===== config.mk =====
export PLATFORM = sky130hd
export DESIGN_NAME = pll_reset_sequencer_flat
export DESIGN_NICKNAME = d
export VERILOG_FILES = /design/src/rtl/pll_reset_sequencer_if.sv /design/src/rtl/pll_reset_sequencer.sv /design/src/flat_wrapper.sv
export SDC_FILE = /design/constraint.sdc
export NUM_CORES = 1
export LEC_CHECK = 0
export CAP_MARGIN = 10
export CELL_PAD_IN_SITES_DETAIL_PLACEMENT = 0
export CELL_PAD_IN_SITES_GLOBAL_PLACEMENT = 1
export CORE_MARGIN = 2
export CORE_UTILIZATION = 47
export CTS_BUF_LIST = sky130_fd_sc_hd__clkbuf_2 sky130_fd_sc_hd__clkbuf_4 sky130_fd_sc_hd__clkbuf_8
export CTS_CLUSTER_SIZE = 14
export DETAILED_ROUTE_END_ITERATION = 10
export GPL_ROUTABILITY_DRIVEN = 0
export PLACE_DENSITY_LB_ADDON = 0.1
export SYNTH_ARGS = -nofsm -noshare
export SYNTH_HDL_FRONTEND = slang
export SYNTH_SLANG_ARGS = --single-unit
export TNS_END_PERCENT = 30

===== constraint.sdc =====
create_clock -name clk -period 2.1 [get_ports clk]
set_input_delay 0.42 -clock clk [delete_from_list [all_inputs] [get_ports clk]]
set_output_delay 0.42 -clock clk [all_outputs]
set_load 0.03 [all_outputs]

===== src/rtl/pll_reset_sequencer_if.sv =====
`default_nettype none
// +----------------------------------------------------------------------+
// | Module   : pll_reset_sequencer_if                                    |
// | Purpose  : PLL lock/soft-reset inputs and staged reset outputs.      |
// |            lossCount exists only with RESET_SEQ_LOSS_COUNT_EN.       |
// | Revision : 1.0  initial release                                      |
// +----------------------------------------------------------------------+
interface pll_reset_sequencer_if;
  logic       isLocked;
  logic       softReset;
  logic       periphReset;
  logic       coreReset;
  logic       ready;
  logic [2:0] state;
`ifdef RESET_SEQ_LOSS_COUNT_EN
  logic [7:0] lossCount;
`endif

`ifdef RESET_SEQ_LOSS_COUNT_EN
  modport master (
    input  isLocked, softReset,
    output periphReset, coreReset, ready, state, lossCount
  );
  modport slave (
    output isLocked, softReset,
    input  periphReset, coreReset, ready, state, lossCount
  );
`else
  modport master (
    input  isLocked, softReset,
    output periphReset, coreReset, ready, state
  );
  modport slave (
    output isLocked, softReset,
    input  periphReset, coreReset, ready, state
  );
`endif
endinterface
`default_nettype wire


===== src/rtl/pll_reset_sequencer.sv =====
`default_nettype none
// +----------------------------------------------------------------------+
// | Module   : pll_reset_sequencer                                       |
// | Purpose  : Qualifies PLL lock, holds reset, then releases peripheral |
// |            reset before core reset. Optional RUN lock-loss counter   |
// |            enabled by macro RESET_SEQ_LOSS_COUNT_EN.                 |
// | Revision : 1.0  initial release                                      |
// +----------------------------------------------------------------------+
module pll_reset_sequencer #(
  parameter int LOCK_CYCLES  = 1024,
  parameter int HOLD_CYCLES  = 64,
  parameter int STAGE_CYCLES = 16,
  parameter int CNT_WIDTH    = 16
) (
  input  wire                   clk,
  input  wire                   resetN,
  pll_reset_sequencer_if.master bus
);

  localparam logic [2:0] c_WAIT_LOCK = 3'd0;
  localparam logic [2:0] c_QUALIFY   = 3'd1;
  localparam logic [2:0] c_HOLD      = 3'd2;
  localparam logic [2:0] c_STAGE     = 3'd3;
  localparam logic [2:0] c_RUN       = 3'd4;

  localparam logic [CNT_WIDTH-1:0] c_LOCK_LAST  = CNT_WIDTH'(LOCK_CYCLES - 1);
  localparam logic [CNT_WIDTH-1:0] c_HOLD_LAST  = CNT_WIDTH'(HOLD_CYCLES - 1);
  localparam logic [CNT_WIDTH-1:0] c_STAGE_LAST = CNT_WIDTH'(STAGE_CYCLES - 1);

  logic [2:0]           r_state;
  logic [2:0]           w_state_nxt;
  logic [CNT_WIDTH-1:0] r_cnt;
  logic [CNT_WIDTH-1:0] w_cnt_nxt;
  logic                 r_sync1;
  logic                 r_locked_s;
  logic                 r_periph_reset;
  logic                 r_core_reset;
  logic                 r_ready;

  always_ff @(posedge clk or negedge resetN) begin
    if (!resetN) begin
      r_sync1    <= 1'b0;
      r_locked_s <= 1'b0;
    end else begin
      r_sync1    <= bus.isLocked;
      r_locked_s <= r_sync1;
    end
  end

  // Priority: lock loss, then softReset, then counter expiry.
  always_comb begin
    w_state_nxt = r_state;
    w_cnt_nxt   = r_cnt;
    case (r_state)
      c_WAIT_LOCK: begin
        w_cnt_nxt = '0;
        if (r_locked_s) w_state_nxt = c_QUALIFY;
      end
      c_QUALIFY: begin
        if (!r_locked_s) begin
          w_state_nxt = c_WAIT_LOCK;
          w_cnt_nxt   = '0;
        end else if (r_cnt == c_LOCK_LAST) begin
          w_state_nxt = c_HOLD;
          w_cnt_nxt   = '0;
        end else begin
          w_cnt_nxt = r_cnt + 1'b1;
        end
      end
      c_HOLD, c_STAGE, c_RUN: begin
        if (!r_locked_s) begin
          w_state_nxt = c_WAIT_LOCK;
          w_cnt_nxt   = '0;
        end else if (bus.softReset) begin
          w_state_nxt = c_HOLD;
          w_cnt_nxt   = '0;
        end else if (r_state == c_HOLD) begin
          if (r_cnt == c_HOLD_LAST) begin
            w_state_nxt = c_STAGE;
            w_cnt_nxt   = '0;
          end else begin
            w_cnt_nxt = r_cnt + 1'b1;
          end
        end else if (r_state == c_STAGE) begin
          if (r_cnt == c_STAGE_LAST) begin
            w_state_nxt = c_RUN;
            w_cnt_nxt   = '0;
          end else begin
            w_cnt_nxt = r_cnt + 1'b1;
          end
        end else begin
          w_cnt_nxt = '0;
        end
      end
      default: begin
        w_state_nxt = c_WAIT_LOCK;
        w_cnt_nxt   = '0;
      end
    endcase
  end

  // Outputs decode the next state so they move on the same edge as r_state.
  always_ff @(posedge clk or negedge resetN) begin
    if (!resetN) begin
      r_state        <= c_WAIT_LOCK;
      r_cnt          <= '0;
      r_periph_reset <= 1'b1;
      r_core_reset   <= 1'b1;
      r_ready        <= 1'b0;
    end else begin
      r_state        <= w_state_nxt;
      r_cnt          <= w_cnt_nxt;
      r_periph_reset <= !((w_state_nxt == c_STAGE) || (w_state_nxt == c_RUN));
      r_core_reset   <= (w_state_nxt != c_RUN);
      r_ready        <= (w_state_nxt == c_RUN);
    end
  end

  assign bus.periphReset = r_periph_reset;
  assign bus.coreReset   = r_core_reset;
  assign bus.ready       = r_ready;
  assign bus.state       = r_state;

`ifdef RESET_SEQ_LOSS_COUNT_EN
  logic [7:0] r_loss_count;
  logic       w_loss_evt;

  // Only lock loss out of RUN counts; softReset never does.
  assign w_loss_evt = (r_state == c_RUN) && !r_locked_s;

  always_ff @(posedge clk or negedge resetN) begin
    if (!resetN) begin
      r_loss_count <= 8'd0;
    end else if (w_loss_evt && (r_loss_count != 8'hFF)) begin
      r_loss_count <= r_loss_count + 8'd1;
    end
  end

  assign bus.lossCount = r_loss_count;
`endif

endmodule
`default_nettype wire

===== src/flat_wrapper.sv =====
// flat-port wrapper written by rule: the top's interface ports become plain ports
module pll_reset_sequencer_flat 
#(
  parameter int LOCK_CYCLES  = 1024,
  parameter int HOLD_CYCLES  = 64,
  parameter int STAGE_CYCLES = 16,
  parameter int CNT_WIDTH    = 16
)
  (clk, resetN, bus_isLocked, bus_softReset, bus_periphReset, bus_coreReset, bus_ready, bus_state);
  pll_reset_sequencer_if bus_i ();
  input  wire clk;
  input  wire resetN;
  input wire logic [$bits(bus_i.isLocked)-1:0] bus_isLocked;
  input wire logic [$bits(bus_i.softReset)-1:0] bus_softReset;
  output wire logic [$bits(bus_i.periphReset)-1:0] bus_periphReset;
  output wire logic [$bits(bus_i.coreReset)-1:0] bus_coreReset;
  output wire logic [$bits(bus_i.ready)-1:0] bus_ready;
  output wire logic [$bits(bus_i.state)-1:0] bus_state;
  assign bus_i.isLocked = bus_isLocked;
  assign bus_i.softReset = bus_softReset;
  assign bus_periphReset = bus_i.periphReset;
  assign bus_coreReset = bus_i.coreReset;
  assign bus_ready = bus_i.ready;
  assign bus_state = bus_i.state;
  pll_reset_sequencer #(.LOCK_CYCLES(LOCK_CYCLES), .HOLD_CYCLES(HOLD_CYCLES), .STAGE_CYCLES(STAGE_CYCLES), .CNT_WIDTH(CNT_WIDTH)) u_core (.clk(clk), .resetN(resetN), .bus(bus_i));
endmodule

# [Word level (Yosys, flattened, before mapping)]
# Index checks and enable logic that the tools add are counted.
[totals] reg_bits=24 inputBits=4 latchBits=0 rom_bits=0 mem_count=0 wordCells=41 output_inout_bits=6 ram_bits=0
[op_classes] bitwise_logic=0 shifts=0 n_eq_ne=10 addsub=1 n_div=0 muxes=19 reduce_logical=4 n_lt_le_gt_ge=0 n_mul=0
[op_table] cell="$mux 16" count=8
[op_table] cell="$pmux 16 s2" count=1
[op_table] cell="$mux 3" count=9
[op_table] cell="$add 16x1->16 const B" count=1
[op_table] cell="$eq 16x10->1 const B" count=1
[op_table] cell="$eq 16x4->1 const B" count=1
[op_table] cell="$eq 16x6->1 const B" count=1
[op_table] cell="$eq 3x2->1 const B" count=3
[op_table] cell="$pmux 3 s3" count=1
[op_table] cell="$eq 3x3->1 const B" count=2
[op_table] cell="$eq 3x1->1 const B" count=1
[op_table] cell="$logic_not 3->1" count=1
[op_table] cell="$ne 3x3->1 const B" count=1
[op_table] cell="$reduce_or 3->1" count=1
[op_table] cell="$logic_not 1->1" count=1
[op_table] cell="$logic_or 1x1->1" count=1

# [Longest topological paths before layout]
# Gate-level depths: netlist (run 1).
[depth] word_depth=10 mapped_depth=7

# [Worst setup path after synthesis (run 1)]
# OpenSTA, ideal clock, no wires.
[synth_path] path_type="reg-to-reg" start="register u_core.r_state[0], in the netlist u_core.bus.state[0]" end="register u_core.r_cnt[10]" n_path_buf=1 arrival_time_ns=1.626 slack_ns=0.350 period_less_slack_ns=1.750 path_stages_with_launch=6 t_required_ns=1.976 path_cell_list="dfrtp_1 or3b_1 o21a_1 o211ai_4 buf_4 a21oi_1"
[synth_between] elab_chain_cells=6 elab_cells_between_ends=10 cone_classes="4 x eq/ne; 5 x mux; 1 x reduce/logical"
[synth_lines] element="start, declared" line_no="pll_reset_sequencer.sv:30" rtl="logic [2:0] r_state;"
[synth_lines] element="start signal, assigned" line_no="pll_reset_sequencer.sv:105" rtl="r_state <= c_WAIT_LOCK;"
[synth_lines] element="start signal, assigned" line_no="pll_reset_sequencer.sv:111" rtl="r_state <= w_state_nxt;"
[synth_lines] element="$eq 3x2->1" line_no="pll_reset_sequencer.sv:54, pll_reset_sequencer.sv:84"
[synth_lines] element="$mux 16" line_no="pll_reset_sequencer.sv:84" rtl="end else if (r_state == c_STAGE) begin"
[synth_lines] element="$mux 16" line_no="pll_reset_sequencer.sv:77" rtl="end else if (r_state == c_HOLD) begin"
[synth_lines] element="$mux 16" line_no="pll_reset_sequencer.sv:74" rtl="end else if (bus.softReset) begin"
[synth_lines] element="$mux 16" line_no="pll_reset_sequencer.sv:71" rtl="if (!r_locked_s) begin"
[synth_lines] element="$pmux 16 s2 *" line_no="pll_reset_sequencer.sv:54" rtl="case (r_state)"
[synth_lines] element="named net u_core.w_cnt_nxt[10]" line_no="pll_reset_sequencer.sv:33" rtl="logic [CNT_WIDTH-1:0] w_cnt_nxt;"
[synth_lines] element="end signal, assigned" line_no="pll_reset_sequencer.sv:112" rtl="r_cnt <= w_cnt_nxt;"
[synth_lines] element="end, declared" line_no="pll_reset_sequencer.sv:32" rtl="logic [CNT_WIDTH-1:0] r_cnt;"
# Mark *: on every way through the listed nets, which the timed path passes. The rest lies on a longest branch.

# [Final worst setup path (run 1)]
[layout_path] start="register u_core.r_state[2], in the netlist u_core.bus.state[2]" end="output bus_state[2]"
[layout_lines] element="end, declared" line_no="flat_wrapper.sv:18" rtl="output wire logic [$bits(bus_i.state)-1:0] bus_state;"
# No word-level cell between the ends.

==> metrics.csv, run 1 <==
stage;metric;value;unit
global_routing;vias in the first global route;924;
global_routing;first-pass GRT wire length;4420;um
routing;length of the first detailed-routing pass in iterations;4;
clocking;TritonCTS buffer count;3;
timing;Fmax;0.515;GHz
clocking;clock sinks;24;
placement;Port Buf Inserts;9;
min_path;Hold Path Class;input port to async pin;
synthesis;post-synth top area share;43.3;%
routing;initial drt markers;15;
synthesis;sequential area share after synthesis;47.4;%
synthesis;synth top area cells;dfrtp_1, a21oi_1, dfstp_2;
synthesis;Synth Instances;121;
synthesis;Syn Nets;126;
timing;Final Cycle Share;92.4;%
setup_path;Critical-path top delay cell;clkdlybuf4s50_1;
die;Die Y;56.0;um
clocking;CTS Root Cell;clkbuf_4;
synthesis;post-synthesis async set-or-reset flop share;100;%
clocking;# resized after CTS;0;
run;max-cap viol count;0;
placement;Post-Place Setup Slack;0.238;ns
clocking;setup bufs post-CTS;0;
clocking;clk buf depth;2;
placement;dpl hpwl;1760;um
timing;Final Hold Viols;0;
setup_path;worst endpoint data arrival time;1.52;ns
routing;WL final;2500;um
die;num ports;10;
global_routing;largest net degree at the start of global routing;17;
setup_path;Setup Crit Path Kind;flop to output pin;
global_routing;initial antenna violation count;0;
clocking;clk_lat worst skew;0.32;ns
routing;Residual DRC;0;
setup_path;CP peak stage delay;0.71;ns
setup_path;critical path launch point type;flop;
global_routing;overall global routing resource usage;17.8;%
timing;Slew HR;66.0;%
power_and_ir_drop;P_leak;0.557;nW
synthesis;ys flop type;dfrtp_1;
timing;final setup fails;0;
routing;Wirelength per Cell;15.3;um
run_status;status;finished, final reports clean;
clocking;H-Tree Level Count;1;
final_layout;Area Growth Syn to Fin;13.1;%
setup_path;WP depth;1;
die;Die ar.;3140;um^2
routing;Via density;5.86;
synthesis;cell area after synthesis;1270;um^2
setup_path;Largest delay share family, worst path;buffers and inverters;
final_layout;ant diodes;0;
timing;Tmin final;1.94;ns
clocking;CTS tree;done;
die;row count;18;
synthesis;library cells used by synthesis;41;
timing;Slew Limit Fails;0;
setup_path;Buf/Inv on CP;1;
setup_path;reg2reg path depth;5;
timing;clk_skew;0.00201;ns
final_layout;commonest non-fill, non-tap cell in the layout;dfrtp_1;
routing;via count;955;
global_routing;grt ovf;0;
synthesis;Yosys reg bits;24;
power_and_ir_drop;Peak VDD IR;454;uV
final_layout;most frequent cells in the layout;dfrtp_1, a21oi_1, nand2_1;
die;Initial Util;50.4;%
setup_path;CP Cell Sequence;clkdlybuf4s50_1;
die;core area;2520;um^2
routing;antenna viol nets, final;0;
final_layout;fraction of layout cells with a size suffix above 1;14.3;%
final_layout;NumNets Final;139;
synthesis;YS warnings;0;
power_and_ir_drop;PwrDens;529;nW/um^2
clocking;CTS Hold Bufs;0;
timing;Setup TNS Final;0;ns
timing;RSZ-0062 raised after global routing;false;
synthesis;Mean Syn Cell Area;10.5;um^2
synthesis;number of flops mapped to enable cells by yosys;0;
die;Die W;56.0;um
setup_path;Crit path required time;1.68;ns
timing;slew at the pin closest to its max-slew limit;0.509;ns
power_and_ir_drop;Overall Power;0.761;mW
setup_path;CP endpoint kind;output pin;
synthesis;Yosys top cell by area;dfrtp_1;
setup_path;CP max FO;7;
clocking;clk slew on worst S/H paths;0.13;ns
timing;worst setup margin;0.160;ns
timing;Hold WS;0.368;ns
[cell families (layout without fill, tap and decap cells)]
family | Yosys count | count (layout) | synth area share, %
AO/OA/AOI/OAI | 32 | 32 | 17.1
XOR/XNOR | 11 | 11 | 7.57
flip-flops | 24 | 24 | 47.4
AND/OR/NAND/NOR | 44 | 44 | 23.6
buffers and inverters | 9 | 21 | 3.34
adder cells (fa/ha/maj) | 1 | 1 | 0.983
[final timing paths]
path	start	to	slack, ns
max reg2reg	u_core.r_cnt[0]	u_core.r_cnt[11]	0.20
min	resetN	u_core.bus.ready	0.37
max	u_core.bus.state[2]	bus_state[2]	0.16
max in group asynchronous	resetN	u_core.r_cnt[4]	1.18
min reg2reg	u_core.r_sync1	u_core.r_locked_s	0.37
min in group clk	u_core.r_sync1	u_core.r_locked_s	0.37
[layer usage]
layer / track usage [%] / part of all wire (%)
met1: 25.8 / 52
met2: 26.9 / 44
met3: 2.09 / 2.2
met4: 7.14 / 1.9
met5: 0 / 0
[metrics by stage]
| stage | utilization, % | cell area [um^2] | cells |
|---|---|---|---|
| after detailed placement | 55.6 | 1400 | 159 |
| after global routing | 57.0 | 1440 | 163 |
| final | 57.0 | 1440 | 163 |
| after floorplan | - | 1270 | 121 |
| after CTS | 57.0 | 1440 | 163 |
| after global placement | 55.6 | 1400 | 159 |
[cell type report]
class | count | area (um^2)
Clock buffer | 4 | 36.3
Timing Repair Buffer | 13 | 120
Fill cell | 225 | 1080
Multi-Input combinational cell | 88 | 627
Inverter | 4 | 15.0
Sequential cell | 24 | 603
Tap cell | 30 | 37.5
[sequential cells by signal, indices dropped and copies added (netlist names)]
| signal | cells |
|---|---|
| u_core.bus.ready | 1 |
| u_core.r_locked_s | 1 |
| u_core.bus.state | 3 |
| u_core.bus.coreReset | 1 |
| u_core.r_sync1 | 1 |
| u_core.bus.periphReset | 1 |
| u_core.r_cnt | 16 |
[worst register-to-register path: cells and delay by family (launching register included)]
family	cells	cell delay, ns
AO/OA/AOI/OAI	2	0.67
adder cells (fa/ha/maj)	1	0.19
flip-flops	1	0.42
AND/OR/NAND/NOR	2	0.48
[Yosys cell counts (all sizes together) (3+ instances only)]
cell type	instances
o21a	3
nor2	3
a22oi	3
buf	4
and4	3
nand2	10
a21oi	14
nand3	4
dfrtp	22
nand4	6
xnor2	5
xor2	6
inv	4
o21ai	4
or3	3
nor4	4
[report_power, final]
group	total [mW]	leakage (nW)	switching (mW)	internal, mW
clock network	0.247	0.0210	0.140	0.106
registers	0.471	0.320	0.00367	0.467
logic	0.0437	0.215	0.0275	0.0162
Power figures use the tool's default switching activity.
==> run 2: changes to the inputs <==
CORE_UTILIZATION = 51   (was 47)
DONT_BUFFER_PORTS = 1   (was not set)
RECOVER_POWER = 50   (was not set)
SKIP_LAST_GASP = 1   (was not set)
==> metrics.csv, run 2 (synthesized netlist as in run 1, its figures left out) <==
stage;metric;value;unit;change
placement;dpl hpwl;1740;um;-1.1%
clocking;H-Tree Level Count;1;;unchanged
timing;Hold WS;0.108;ns;-0.260 ns
routing;antenna viol nets, final;0;;unchanged
timing;clk_skew;0.00708;ns;+0.00507 ns
global_routing;initial antenna violation count;0;;unchanged
global_routing;overall global routing resource usage;20.6;%;+2.8 points
setup_path;critical path launch point type;flop;;
setup_path;CP Cell Sequence;ha_1 > nor3b_2 > nand4_2 > o211ai_4 > a22oi_1;;
min_path;Worst Hold End;u_core.r_sync1;;
timing;Tmin final;1.89;ns;-0.0471 ns
setup_path;CP endpoint kind;flop;;
setup_path;CP peak stage delay;0.50;ns;-0.21 ns
final_layout;fraction of layout cells with a size suffix above 1;15.1;%;+0.79 points
min_path;Hold Path Class;input port to flop;;
routing;length of the first detailed-routing pass in iterations;4;;unchanged
power_and_ir_drop;Overall Power;0.846;mW;+11%
min_path;hold path startpoint;bus_isLocked;;
die;row count;18;;unchanged
final_layout;commonest non-fill, non-tap cell in the layout;dfrtp_1;;
final_layout;Most flops, register;u_core.r_cnt;;
power_and_ir_drop;P_leak;0.535;nW;-3.9%
final_layout;multi-input logic area;627;um^2;unchanged
timing;final setup fails;0;;unchanged
setup_path;Reg2Reg Setup Slack;0.21;ns;about the same
min_path;Hold Path Depth;0;;
final_layout;NumNets Final;132;;-5.0%
routing;via count;921;;-3.6%
global_routing;vias in the first global route;916;;-0.87%
setup_path;worst endpoint data arrival time;2.07;ns;+0.55 ns
global_routing;largest net degree at the start of global routing;25;;+8
setup_path;Crit path required time;2.28;ns;+0.60 ns
die;Die W;54.0;um;-3.7%
timing;Slew HR;15.4;%;-51 points
clocking;CTS Root Cell;clkbuf_4;;
final_layout;number of flip-flops in the largest register;16;;unchanged
run;max-cap viol count;0;;unchanged
routing;Via density;5.90;;+0.77%
clocking;TritonCTS buffer count;3;;unchanged
timing;slew at the pin closest to its max-slew limit;1.27;ns;+0.760 ns
setup_path;CP max FO;16;;+9
clocking;clk slew on worst S/H paths;0.14;ns;about the same
setup_path;Setup crit start;u_core.r_cnt[0];;
die;Die Y;54.0;um;-3.7%
placement;Port Buf Inserts;0;;-9
clocking;clock sinks;24;;unchanged
die;num ports;10;;unchanged
clocking;setup bufs post-CTS;0;;unchanged
power_and_ir_drop;PwrDens;613;nW/um^2;+16%
routing;Residual DRC;0;;unchanged
clocking;clk_lat worst skew;0.32;ns;about the same
timing;Slew Limit Fails;0;;unchanged
final_layout;most frequent cells in the layout;dfrtp_1, a21oi_1, nand2_1;;
final_layout;Reg area;603;um^2;unchanged
global_routing;first-pass GRT wire length;4240;um;-4.2%
final_layout;fill cell instance count of the final layout;226;;+0.44%
die;core area;2410;um^2;-4.5%
setup_path;R2R Path Start;u_core.r_cnt[0];;
routing;Wirelength per Cell;15.9;um;+3.8%
power_and_ir_drop;Peak VDD IR;371;uV;-18%
setup_path;reg2reg path depth;5;;unchanged
routing;WL final;2480;um;-0.68%
final_layout;Area Growth Syn to Fin;8.36;%;
die;Initial Util;52.8;%;+2.4 points
timing;Final Cycle Share;90.1;%;-2.2 points
clocking;clk buf depth;2;;unchanged
setup_path;Critical-path top delay cell;o211ai_4;;
timing;RSZ-0062 raised after global routing;false;;
timing;Setup TNS Final;0;ns;unchanged
final_layout;ant diodes;0;;unchanged
setup_path;R2R Path End;u_core.r_cnt[11];;
timing;Fmax;0.528;GHz;+2.5%
routing;initial drt markers;7;;-8
clocking;CTS tree;done;;
run_status;status;finished, final reports clean;;
timing;Final Hold Viols;0;;unchanged
global_routing;grt ovf;0;;unchanged
die;Die ar.;2910;um^2;-7.3%
setup_path;Setup Crit Path Kind;flop to flop;;
## run 2: repair_timing
action | 4_1_cts | 5_1_grt
endpoints found under the hold margin | 24 | 0
gates resized for setup | 0 | 0
hold buffers | 2 | 0
## run 2: cell type report
cell class / count / area share [%]
Clock buffer: 3 / 1.63
Clock inverter: 1 / 2.18
Inverter: 4 / 1.09
Multi-Input combinational cell: 88 / 45.5
Sequential cell: 24 / 43.7
Tap cell: 30 / 2.72
Timing Repair Buffer: 6 / 3.18
## run 2: layer usage
| metal | vias up | track usage [%] | part of all wire, % |
|---|---|---|---|
| met1 | 445 | 28.1 | 49 |
| met5 | - | 0 | 0 |
| met2 | 16 | 33.1 | 47 |
| li1 | 458 | - | - |
| met4 | 0 | 7.69 | 0.61 |
| met3 | 2 | 2.50 | 2.6 |
## run 2: how the worst max path moves through the flow
stage                       end  slack [ns]  depth (start not counted)
3_3_place_gp   u_core.r_cnt[11]        0.28                          5
4_1_cts        u_core.r_cnt[11]        0.19                          5
6_report       u_core.r_cnt[11]        0.21                          5
5_1_grt         u_core.r_cnt[1]        0.06                          5
2_1_floorplan  u_core.r_cnt[10]        0.35                          5
3_5_place_dp   u_core.r_cnt[11]        0.22                          5
## run 2: critical path: cells and delay by family (launching register included)
kind,cells,cell delay [ns]
compound gates,2,0.68
simple gates,2,0.46
flops,1,0.42
fa+ha+maj,1,0.19
## run 2: report_power, final
group          total, mW  leakage, nW  internal (mW)  switching [mW]
logic             0.0363        0.187         0.0102          0.0262
registers          0.471        0.320          0.467         0.00353
clock network      0.339       0.0279          0.193           0.146
## run 2: through the flow
stage	setup slack, ns	std cells	cell area [um^2]	util, %
floorplan	0.350	121	1270	-
global placement	0.275	150	1310	54.5
detailed placement	0.219	150	1310	54.5
CTS	0.193	156	1400	57.9
global route	0.0620	156	1380	57.2
finish	0.207	156	1380	57.2
==> patch, RTL diff (flow settings as in run 2) <==
`CNT_WIDTH` is set to 16 in 2 places; all go to 14.
--- a/src/rtl/pll_reset_sequencer.sv
+++ b/src/rtl/pll_reset_sequencer.sv
@@ -12,3 +12,3 @@
   parameter int STAGE_CYCLES = 16,
-  parameter int CNT_WIDTH    = 16
+  parameter int CNT_WIDTH    = 14
 ) (
--- a/src/flat_wrapper.sv
+++ b/src/flat_wrapper.sv
@@ -6,3 +6,3 @@
   parameter int STAGE_CYCLES = 16,
-  parameter int CNT_WIDTH    = 16
+  parameter int CNT_WIDTH    = 14
 )
Function: no difference found for any inputs over 10 cycles, from zero or initial values and one cycle with resetN low; that may be too few to reach the edited logic, so the function may still have changed.
==> patch against run 2 <==
- critical path depth is 1 lower
- via count is 9.1% lower
- sequential share of layout area is 1.0 points lower
- final cell count decreased by 5.1%
- sequential cell count fell by 2
- design area decreased by 6.1%
- maximum frequency fell by 2.3%
- wire length is 16% lower
- setup slack worse by 44 ps
- power decreased by 6.1%
- hold slack better by 9.9 ps
- non-clock buffer count grew 3
- area after synthesis down 8.6%
- critical endpoint is now u_core.r_cnt[1]$_DFF_PN0_
- largest cell class unchanged
==> patch: results <==
[cells_and_area]
fin_nets = 126
fin_cells = 148
n_fill_cell = 190
antenna_cells = 0
largest_reg_flops = 14
layout-drive-gt1-share_pct = 18.3

[setup_path]
slowest_delay_ps = 600
arrival_ps = 2130
path_delay_family = simple AND/OR/NAND/NOR gates
ff2ff_setup_slack_ps = 160
cp_max_fo = 13
timing.rr.start = u_core.r_cnt[12]$_DFF_PN0_
critPathSlowestCell = or4_4

[yosys]
synth-xor-area-share_pct = 7.53
syn_inst = 110
ys_seq_area_share_pct = 47.5
synth-compound-area-share_pct = 16.2
synth_area_leaders = dfrtp_1 (43%), xnor2_1 (6.8%), a21oi_1 (6.0%)
syn_nets = 115
ys_warn_count = 0
synth.distinct_cells = 35
synthTopCellsByCount = dfrtp_1 (20), a21oi_1 (14), nand2_1 (9), xnor2_1 (9), nor3_1 (5)
synthAdderAreaFrac_pct = 1.08

[global_routing]
grt_max_degree = 23
first_global_vias = 842
grt_pass1_wl_um = 3770
grt_use_total_pct = 19.2
antenna_found_initial = 0

[pwr]
vdd.ir_drop.worst_uv = 431
power_leakage_nw = 0.465
p_comb_mw = 0.0372
p_int_mw = 0.632
p_clk_mw = 0.324
powerDensity_mw_per_mm2 = 613

[placement]
io_buffers = 0
hpwl_um = 1550
dp_slack_ps = 100
dp.cells = 143

[timing]
period_needed_ps = 1940
whs_ps = 118
timing.slew.headroom_pct = 37.2
final.setup_skew_ps = 11.1

[drt]
via_per_inst = 5.66
wl_per_cell_um = 14.1
drtIter0Drc = 9

[clock_network]
cts-root-buf = clkbuf_4

[run_status]
status = complete, no violations
[patch: cell types whose count changed after synthesis, moves of 4 or more]
cell / run 2 / this run
nand4_1: 5 / 1
nor3_1: 1 / 5
xnor2_1: 5 / 9
xor2_1: 6 / 1
[patch: timing repair]
action,4_1_cts,5_1_grt
hold endpoints to repair,22,0
buffers inserted,0,0
endpoints found under the setup margin,0,9
hold buffers,1,0
resized for setup,0,2
[patch: cell type report]
type	count	share of cell area (%)
clock buffer	3	1.74
clock inverter	1	2.32
inverter	4	1.16
multi-input combinational	81	44.8
sequential	22	42.7
tap	28	2.71
timing repair buffer	9	4.54
[patch: cell families (layout without fill, tap and decap cells)]
| logic type | count (synthesis) | after routing |
|---|---|---|
| and+or+nand+nor | 41 | 41 |
| buffers and inverters | 7 | 17 |
| adders and majority gates | 1 | 1 |
| DFF | 22 | 22 |
| xor gates and xnor gates | 10 | 10 |
| AOI/OAI and AO/OA | 29 | 29 |
[patch: path summary, 6_finish.rpt]
check                                                   end  cells after the start
worst max-delay path              u_core.r_cnt[1]$_DFF_PN0_                      4
worst min-delay path               u_core.r_sync1$_DFF_PN0_                      0
worst max register to register    u_core.r_cnt[1]$_DFF_PN0_                      4
worst min register to register  u_core.r_locked_s$_DFF_PN0_                      0
max in group asynchronous         u_core.r_cnt[1]$_DFF_PN0_                      1
min in group asynchronous         u_core.r_cnt[5]$_DFF_PN0_                      1
[patch: routing by layer]
metal  track usage (%)  part of all wire [%]
met5                 0                     0
met4              9.21                  0.77
met3              3.74                   2.1
met2              29.1                    47
met1              26.4                    50
[patch: per-stage QoR]
step / instance area, um2 / util, %
2_1_floorplan: 1160 / -
3_3_place_gp: 1230 / 56.3
3_5_place_dp: 1230 / 56.3
4_1_cts: 1290 / 59.1
5_1_grt: 1290 / 59.1
6_report: 1290 / 59.1
